$ cat src/rtl/bcd_pkg.sv
// Shared types and constants for the serial BCD / Excess-3 converter.
package bcd_pkg;

    typedef enum logic [1:0] {
        IDLE,
        CONV,
        DONE
    } state_e;

    localparam logic [3:0] XS3_OFFSET = 4'd3;
    localparam logic [3:0] BCD_MAX    = 4'd9;
    localparam logic [3:0] XS3_MIN    = 4'd3;
    localparam logic [3:0] XS3_MAX    = 4'd12;

    localparam logic MODE_BCD2XS3 = 1'b0;
    localparam logic MODE_XS32BCD = 1'b1;

endpackage

$ cat src/rtl/xs3_digit.sv
// Single-digit BCD <-> Excess-3 conversion; invalid source digits give 0 with the flag set.
module xs3_digit
    import bcd_pkg::*;
(
    input  logic [3:0] digit,
    input  logic       mode,
    output logic [3:0] result,
    output logic       invalid
);

    always_comb begin
        result  = 4'd0;
        invalid = 1'b0;
        if (mode == MODE_BCD2XS3) begin
            if (digit <= BCD_MAX) begin
                result = digit + XS3_OFFSET;
            end else begin
                invalid = 1'b1;
            end
        end else begin
            if ((digit >= XS3_MIN) && (digit <= XS3_MAX)) begin
                result = digit - XS3_OFFSET;
            end else begin
                invalid = 1'b1;
            end
        end
    end

endmodule

$ cat src/rtl/bcd_xs3_serial_conv.sv
// Multi-digit BCD / Excess-3 converter, one digit per clock, LSD first, valid/ready on both sides.
module bcd_xs3_serial_conv
    import bcd_pkg::*;
#(
    parameter int unsigned DIGITS = 4
) (
    input  logic                  clk,
    input  logic                  rst,
    input  logic                  in_valid,
    output logic                  in_ready,
    input  logic                  mode,
    input  logic [4*DIGITS-1:0]   in_data,
    output logic                  out_valid,
    input  logic                  out_ready,
    output logic [4*DIGITS-1:0]   out_data,
    output logic [DIGITS-1:0]     err_mask,
    output logic                  out_err
);

    localparam int unsigned CW = (DIGITS > 1) ? $clog2(DIGITS) : 1;
    localparam logic [CW-1:0] LAST = CW'(DIGITS - 1);

    state_e                state_q, state_d;
    logic [CW-1:0]         cnt_q, cnt_d;
    logic [4*DIGITS-1:0]   word_q, word_d;
    logic                  mode_q, mode_d;
    logic [4*DIGITS-1:0]   out_data_q, out_data_d;
    logic [DIGITS-1:0]     err_q, err_d;

    logic [3:0] cur_digit;
    logic [3:0] cur_result;
    logic       cur_invalid;

    // Loop mux avoids out-of-range part-selects when DIGITS is not a power of two.
    always_comb begin
        cur_digit = 4'd0;
        for (int i = 0; i < DIGITS; i++) begin
            if (cnt_q == CW'(i)) begin
                cur_digit = word_q[4*i +: 4];
            end
        end
    end

    xs3_digit u_digit (
        .digit   (cur_digit),
        .mode    (mode_q),
        .result  (cur_result),
        .invalid (cur_invalid)
    );

    always_comb begin
        state_d    = state_q;
        cnt_d      = cnt_q;
        word_d     = word_q;
        mode_d     = mode_q;
        out_data_d = out_data_q;
        err_d      = err_q;
        unique case (state_q)
            IDLE: begin
                if (in_valid) begin
                    word_d     = in_data;
                    mode_d     = mode;
                    cnt_d      = '0;
                    out_data_d = '0;
                    err_d      = '0;
                    state_d    = CONV;
                end
            end
            CONV: begin
                for (int i = 0; i < DIGITS; i++) begin
                    if (cnt_q == CW'(i)) begin
                        out_data_d[4*i +: 4] = cur_result;
                        err_d[i]             = cur_invalid;
                    end
                end
                cnt_d = cnt_q + 1'b1;
                if (cnt_q == LAST) begin
                    state_d = DONE;
                end
            end
            DONE: begin
                if (out_ready) begin
                    state_d = IDLE;
                end
            end
            default: state_d = IDLE;
        endcase
    end

    always_ff @(posedge clk or posedge rst) begin
        if (rst) begin
            state_q    <= IDLE;
            cnt_q      <= '0;
            word_q     <= '0;
            mode_q     <= MODE_BCD2XS3;
            out_data_q <= '0;
            err_q      <= '0;
        end else begin
            state_q    <= state_d;
            cnt_q      <= cnt_d;
            word_q     <= word_d;
            mode_q     <= mode_d;
            out_data_q <= out_data_d;
            err_q      <= err_d;
        end
    end

    assign in_ready  = (state_q == IDLE);
    assign out_valid = (state_q == DONE);
    assign out_data  = out_data_q;
    assign err_mask  = err_q;
    assign out_err   = |err_q;

endmodule

$ cat config.mk
export PLATFORM = sky130hd
export DESIGN_NAME = bcd_xs3_serial_conv
export DESIGN_NICKNAME = d
export VERILOG_FILES = /design/src/rtl/bcd_pkg.sv /design/src/rtl/xs3_digit.sv /design/src/rtl/bcd_xs3_serial_conv.sv
export SDC_FILE = /design/constraint.sdc
export NUM_CORES = 1
export LEC_CHECK = 0
export BUFFER_PORTS_ARGS = -buffer_cell sky130_fd_sc_hd__buf_2
export CORE_MARGIN = 3
export CORE_UTILIZATION = 55
export CTS_CLUSTER_SIZE = 20
export DETAILED_ROUTE_END_ITERATION = 16
export PLACE_DENSITY_LB_ADDON = 0.12
export SYNTH_ARGS = -nofsm -noshare
export SYNTH_HDL_FRONTEND = slang
export SYNTH_SLANG_ARGS = --single-unit
$ cat constraint.sdc
create_clock -name clk -period 7.7 [get_ports clk]
set_clock_uncertainty 0.1 [all_clocks]
set_input_delay 2.31 -clock clk [delete_from_list [all_inputs] [get_ports clk]]
set_output_delay 2.31 -clock clk [all_outputs]
set_load 0.01 [all_outputs]
==> impl_results.md, run 1 <==
- Run status: finished, final reports clean
- Met3 WL post-DR: 189 um
- Tcrit/Tclk final: 48.8%
- CTS root buf: clkbuf_8
- Global-route wire length before repair: roughly 7 mm
- Antenna violations before repair: 0
- Starting density of the core: about three fifths
- Pwr Total: 1.21 mW
- Share of post-route cells with drive strength above 1: 23.7%
- Placer Congestion: about 0.86
- Required @ worst endpoint: between 5 and 6 ns
- Worst setup path category: register to primary output
- Post-DP HPWL: 3.00 mm
- Max FO, Critical Path: 3
- Htree depth: 2
- Min cycle time layout: 3.76 ns
- Flop and latch count out of synthesis: 41
- Layout area overhead: 14.8%
- Area after DPL: 2290 um^2
- Area of the core: 3490 um^2
- Most frequent cells in the layout: nand2_1, buf_2, dfrtp_1, o21ai_1, nor2_1
- Largest net degree at the start of global routing: 42
- Die X: 67.5 um
- # IOs: 44
- Total CTS buffers: 5
- CTS max path bufs: 2
- Wl on met1: roughly 1.8 mm
- Overall Global Routing Usage: about a fifth
- Tightest Pin Transition: 0.988 ns
- Crit-path cells: or4_1 > buf_2
- Hold_sp: word_q[9]
- Post-Syn Area: 2080 um^2
- TNS Setup: 0 ns
- Die ar.: 4560 um^2
- Post-synthesis sequential area ratio: between 40% and 50%
- Critical path buffer and inverter count: 1
- Port Buffers: between 40 and 50
- TritonCTS clock tree: built
- Syn_nets: approximately 240
- Routed length on met2: between 2 and 2.5 mm
- Worst reg2reg startpoint: cnt_q[0]
- Slew Limit Fails: 0
- Vias in the first global route: roughly 1.6k
- Most common cell after layout, fill and taps aside: nand2_1
- Synthesized instance count: 216
- Crit path capture type: primary output
- Max VDD drop: 0.259 mV
- Crit path max-delay family: simple AND/OR/NAND/NOR gates
- Initial DRC Count: ~140
- Fin area: 2390 um^2
- Antenna viol nets, final: 0
- Final core utilization: between 60% and 70%
- Yosys cell types: 40
- Fill cells: 305
- Top routing layer in use: met4
- Synth warn: 0
- Worst path max stage delay: ~0.5 ns
- RSZ-0062 raised after global routing: false
- Fmax: 266 MHz
- CTS Hold Bufs: 0
- Launch point of the worst path: err_mask[1]
- Clock sinks: 41
- Die Y: ~68 um
- Pleak: 1.20 nW
- Remaining global-route overflow: 0
- Worst skew pair latency: approximately 0.29 ns
- CP arrival: ~1.4 ns
- DR vias/cell: 5.51
- Post-Route WL: 4.14 mm
- Relative slew slack: 34.1%
- Max-cap violations: 0
- TritonRoute pass-1 iters: 4
- DRC viols: 0
- Inserted Diodes: 0
- DR vias: 1,671
- Row count: 21
- Final setup violation count: 0
- Cell Pwr Density: 507 nW/um^2
- Min-Delay Path Class: register to register
- Critical Path Start Type: register
- Flop2flop setup slack: 4.64 ns
- Slowest stage cell, crit path: or4_1
- Wire length per cell: between 10 and 15 um
- Hold Slack: 0.378 ns
- CTS clock-pin slew for the worst setup and hold paths: 0.07 ns
- Mean Syn Cell Area: 9.63 um^2
- Final-report hold violation count: 0
- PostCTS Resize Cnt: 0
- # nets final: 283
- Total setup buffers inserted after CTS: 0
-- metal layers --
layer  global-route usage [%]  up-vias
li1                         -      833
met1                     26.5      779
met2                     34.8       49
met3                     4.16       10
met4                     9.87        0
met5                        0        -
-- worst paths after layout --
path                       cells past startpoint     endpoint
hold / removal                                 2    word_q[9]
setup reg to reg                               9  out_data[4]
max in group asynchronous                      3   word_q[12]
setup / recovery                               2      out_err
hold reg to reg                                2    word_q[9]
min in group asynchronous                      3   state_q[1]
-- synth_stat cells, drive strengths merged --
library cell | count | area [um^2]
a22o | 4 | 35.0
a221oi | 2 | 35.0
a221o | 2 | 20.0
and2 | 5 | 31.3
xnor2 | 2 | 17.5
inv | 9 | 33.8
nor3 | 1 | 10.0
a211oi | 7 | 67.6
clkinv | 1 | 3.75
o31ai | 1 | 7.51
a21boi | 1 | 18.8
dfrtp | 41 | 1030
nor2b | 2 | 12.5
nand2b | 2 | 12.5
o21ai | 20 | 100
nor2 | 9 | 33.8
nand3b | 4 | 30.0
a32o | 8 | 80.1
mux2i | 1 | 10.0
nand4 | 1 | 6.26
o211ai | 2 | 15.0
nor4 | 1 | 6.26
ha | 6 | 75.1
nand2 | 58 | 218
clkbuf | 4 | 15.0
a31oi | 1 | 6.26
nor3b | 4 | 35.0
a211o | 1 | 8.76
or4 | 1 | 7.51
a21oi | 3 | 18.8
buf | 7 | 58.8
nand3 | 5 | 25.0
-- registers in the layout, indices dropped and copies added, names as in the netlist --
| register | flops |
|---|---|
| mode_q | 1 |
| cnt_q | 2 |
| out_data | 16 |
| word_q | 16 |
| err_mask | 4 |
| state_q | 2 |
-- worst reg2reg max path, stage by stage (launching register included) --
cell and delay [ns]:
dfrtp_1 0.42, ha_1 0.57, a211oi_1 0.17, a221oi_4 0.43
inv_2 0.16, ha_1 0.30, a211oi_2 0.21, o21ai_1 0.08
a21boi_4 0.22, a32o_1 0.30
-- through the flow --
| step | setup slack [ns] | instances |
|---|---|---|
| 2_1_floorplan | 4.31 | 216 |
| 3_3_place_gp | 3.74 | 295 |
| 3_5_place_dp | 3.68 | 295 |
| 4_1_cts | 3.94 | 303 |
| 5_1_grt | 3.75 | 303 |
| 6_report | 3.94 | 303 |
-- power by group --
part,leakage (nW),switching [mW],internal [mW]
clock,0.0542,0.0722,0.0810
sequential,0.527,0.0548,0.303
combinational,0.615,0.433,0.266
total,1.20,0.560,0.650
-- cell type report --
cell class                      instances  area (um^2)  share of cell area, %
Clock inverter                          1         5.00                  0.210
Inverter                               10         37.5                   1.57
Multi-Input combinational cell        154          943                   39.5
Timing Repair Buffer                   44          223                   9.32
Sequential cell                        41         1030                   43.0
Tap cell                               46         57.6                   2.41
Clock buffer                            7         96.3                   4.03
-- kinds of logic after synthesis --
logic type | synth area share [%]
AND/OR/NAND/NOR | 20.6
AO/OA/AOI/OAI | 19.8
flip-flops | 49.3
buffers and inverters | 5.35
adder cells (fa/ha/maj) | 3.61
XOR/XNOR | 0.842
multiplexers | 0.481
No activity file was read; power rests on OpenSTA's default activity.
==> run 2: changes to the inputs <==
Settings changed: CORE_UTILIZATION 55 to 54.
Clock period 7.7 ns to 3.9 ns, I/O delays scaled along.
==> run 2 against run 1 <==
Register-to-register slack got worse by 3.7 ns. Worst hold slack better by 0.0024 ns. Sequential cell count is the same. Highest routed layer unchanged.
==> impl_results.md, run 2 (synthesis gave the netlist of run 1 again) <==
- Pwr Total: roughly 2.4 mW
- Die ar.: between 4000 and 5000 um^2
- Final setup violation count: 0
- Largest net degree at the start of global routing: 42
- Remaining global-route overflow: 0
- DR vias: between 1.5k and 2k
- CTS max path bufs: 2
- Layout area overhead: 14.4%
- Worst skew pair latency: around 0.3 ns
- Total setup buffers inserted after CTS: 0
- Required @ worst endpoint: 3.99 ns
- Vias in the first global route: about 1.6k
- Max FO, Critical Path: 16
- Met2 Use GR: approximately 33%
- Die X: ~70 um
- Pleak: 1.19 nW
- Wire length per cell: approximately 15 um
- Relative slew slack: between 50% and 60%
- Min-Delay Path Class: register to register
- CTS root buf: clkbuf_8
- Port Buffers: 43
- TNS Setup: 0 ns
- Final-report hold violation count: 0
- Starting density of the core: 59.1%
- Fin area: 2380 um^2
- CTS Hold Bufs: 0
- Tcrit/Tclk final: between 70% and 80%
- Area after DPL: 2290 um^2
- TritonCTS clock tree: built
- Overall Global Routing Usage: a little under a quarter
- Max VDD drop: around 0.48 mV
- TritonRoute pass-1 iters: 4
- Area of the core: 3520 um^2
- DRC viols: 0
- CTS clock-pin slew for the worst setup and hold paths: 0.08 ns
- Cell Pwr Density: approximately 1000 nW/um^2
- Met3 usage: between 5 and 6%
- Finished Layout Cells: 303
- Crit path capture type: register
- Total CTS buffers: 5
- Slew Limit Fails: 0
- Global-route wire length before repair: 7.78 mm
- Critical Path Start Type: register
- Share of post-route cells with drive strength above 1: 23.3%
- Post-Route WL: around 4.6 mm
- Tightest Pin Transition: 0.668 ns
- Inserted Diodes: 0
- DR vias/cell: approximately 5.6
- Fmax: approximately 340 MHz
- Antenna violations before repair: 0
- Post-DP HPWL: 3.32 mm
- Max-cap violations: 0
- Clock sinks: between 40 and 50
- Run status: finished, final reports clean
- Most frequent cells in the layout: nand2_1, buf_2, dfrtp_1, o21ai_1, nor2_1
- Row count: 21
- Met1 Use GR: 33.6%
- Min cycle time layout: 2.96 ns
- Antenna viol nets, final: 0
- DP Cell Count: 296
- PostCTS Resize Cnt: 0
- Most common cell after layout, fill and taps aside: nand2_1
- GR peak layer: met1
- Worst setup path category: register to register
- Die Y: 68.1 um
- CP arrival: 3.05 ns
- Placer Congestion: between 0.8 and 0.9
- Htree depth: 2
- # IOs: 44
- # nets final: 284
- RSZ-0062 raised after global routing: false
- Initial DRC Count: between 150 and 200
## run 2: per-stage QoR
stage / worst slack, ns / hold WS, ns / utilization (%)
2_1_floorplan: 1.29 / 0.346 / -
3_3_place_gp: 1.06 / 0.365 / 65.2
3_5_place_dp: 0.958 / 0.368 / 65.2
4_1_cts: 0.955 / 0.386 / 67.6
5_1_grt: 0.742 / 0.408 / 67.6
6_report: 0.942 / 0.380 / 67.6
## run 2: path summary, 6_finish.rpt
kind                           start      endpoint  slack (ns)  cells past startpoint
max                         cnt_q[0]  out_data[10]        0.94                      9
min                        word_q[5]     word_q[5]        0.38                      2
max reg2reg                 cnt_q[0]  out_data[10]        0.94                      9
min reg2reg                word_q[5]     word_q[5]        0.38                      2
max in group asynchronous        rst    word_q[12]        2.46                      3
min in group asynchronous        rst   err_mask[3]        0.88                      3
## run 2: area by class of cell
cell class / instances / area [um^2]
repair buffers: 45 / 230
flip-flops and latches: 41 / 1030
inverters: 10 / 37.5
fillers: 298 / 1140
clock buffers: 7 / 86.3
multi-input cells: 154 / 943
well taps: 46 / 57.6
## run 2: power breakdown
group | switching [mW] | internal (mW)
Combinational | 0.876 | 0.530
Sequential | 0.115 | 0.599
Clock | 0.138 | 0.140
## run 2: critical path, stage by stage (launching register included)
cell and delay [ns]:
dfrtp_1 0.41, ha_1 0.53, a211oi_1 0.15, a221oi_4 0.42, inv_2 0.13, ha_1 0.29, a211oi_2 0.22, o21ai_1 0.09
a21boi_4 0.21, a32o_1 0.30
## run 2: layer usage
layer,wire length [um],vias up,part of all wire [%]
met1,2130,793,46
met3,325,7,7.1
met4,80,0,1.7
met2,2050,57,45
met5,0,-,0
li1,-,830,-
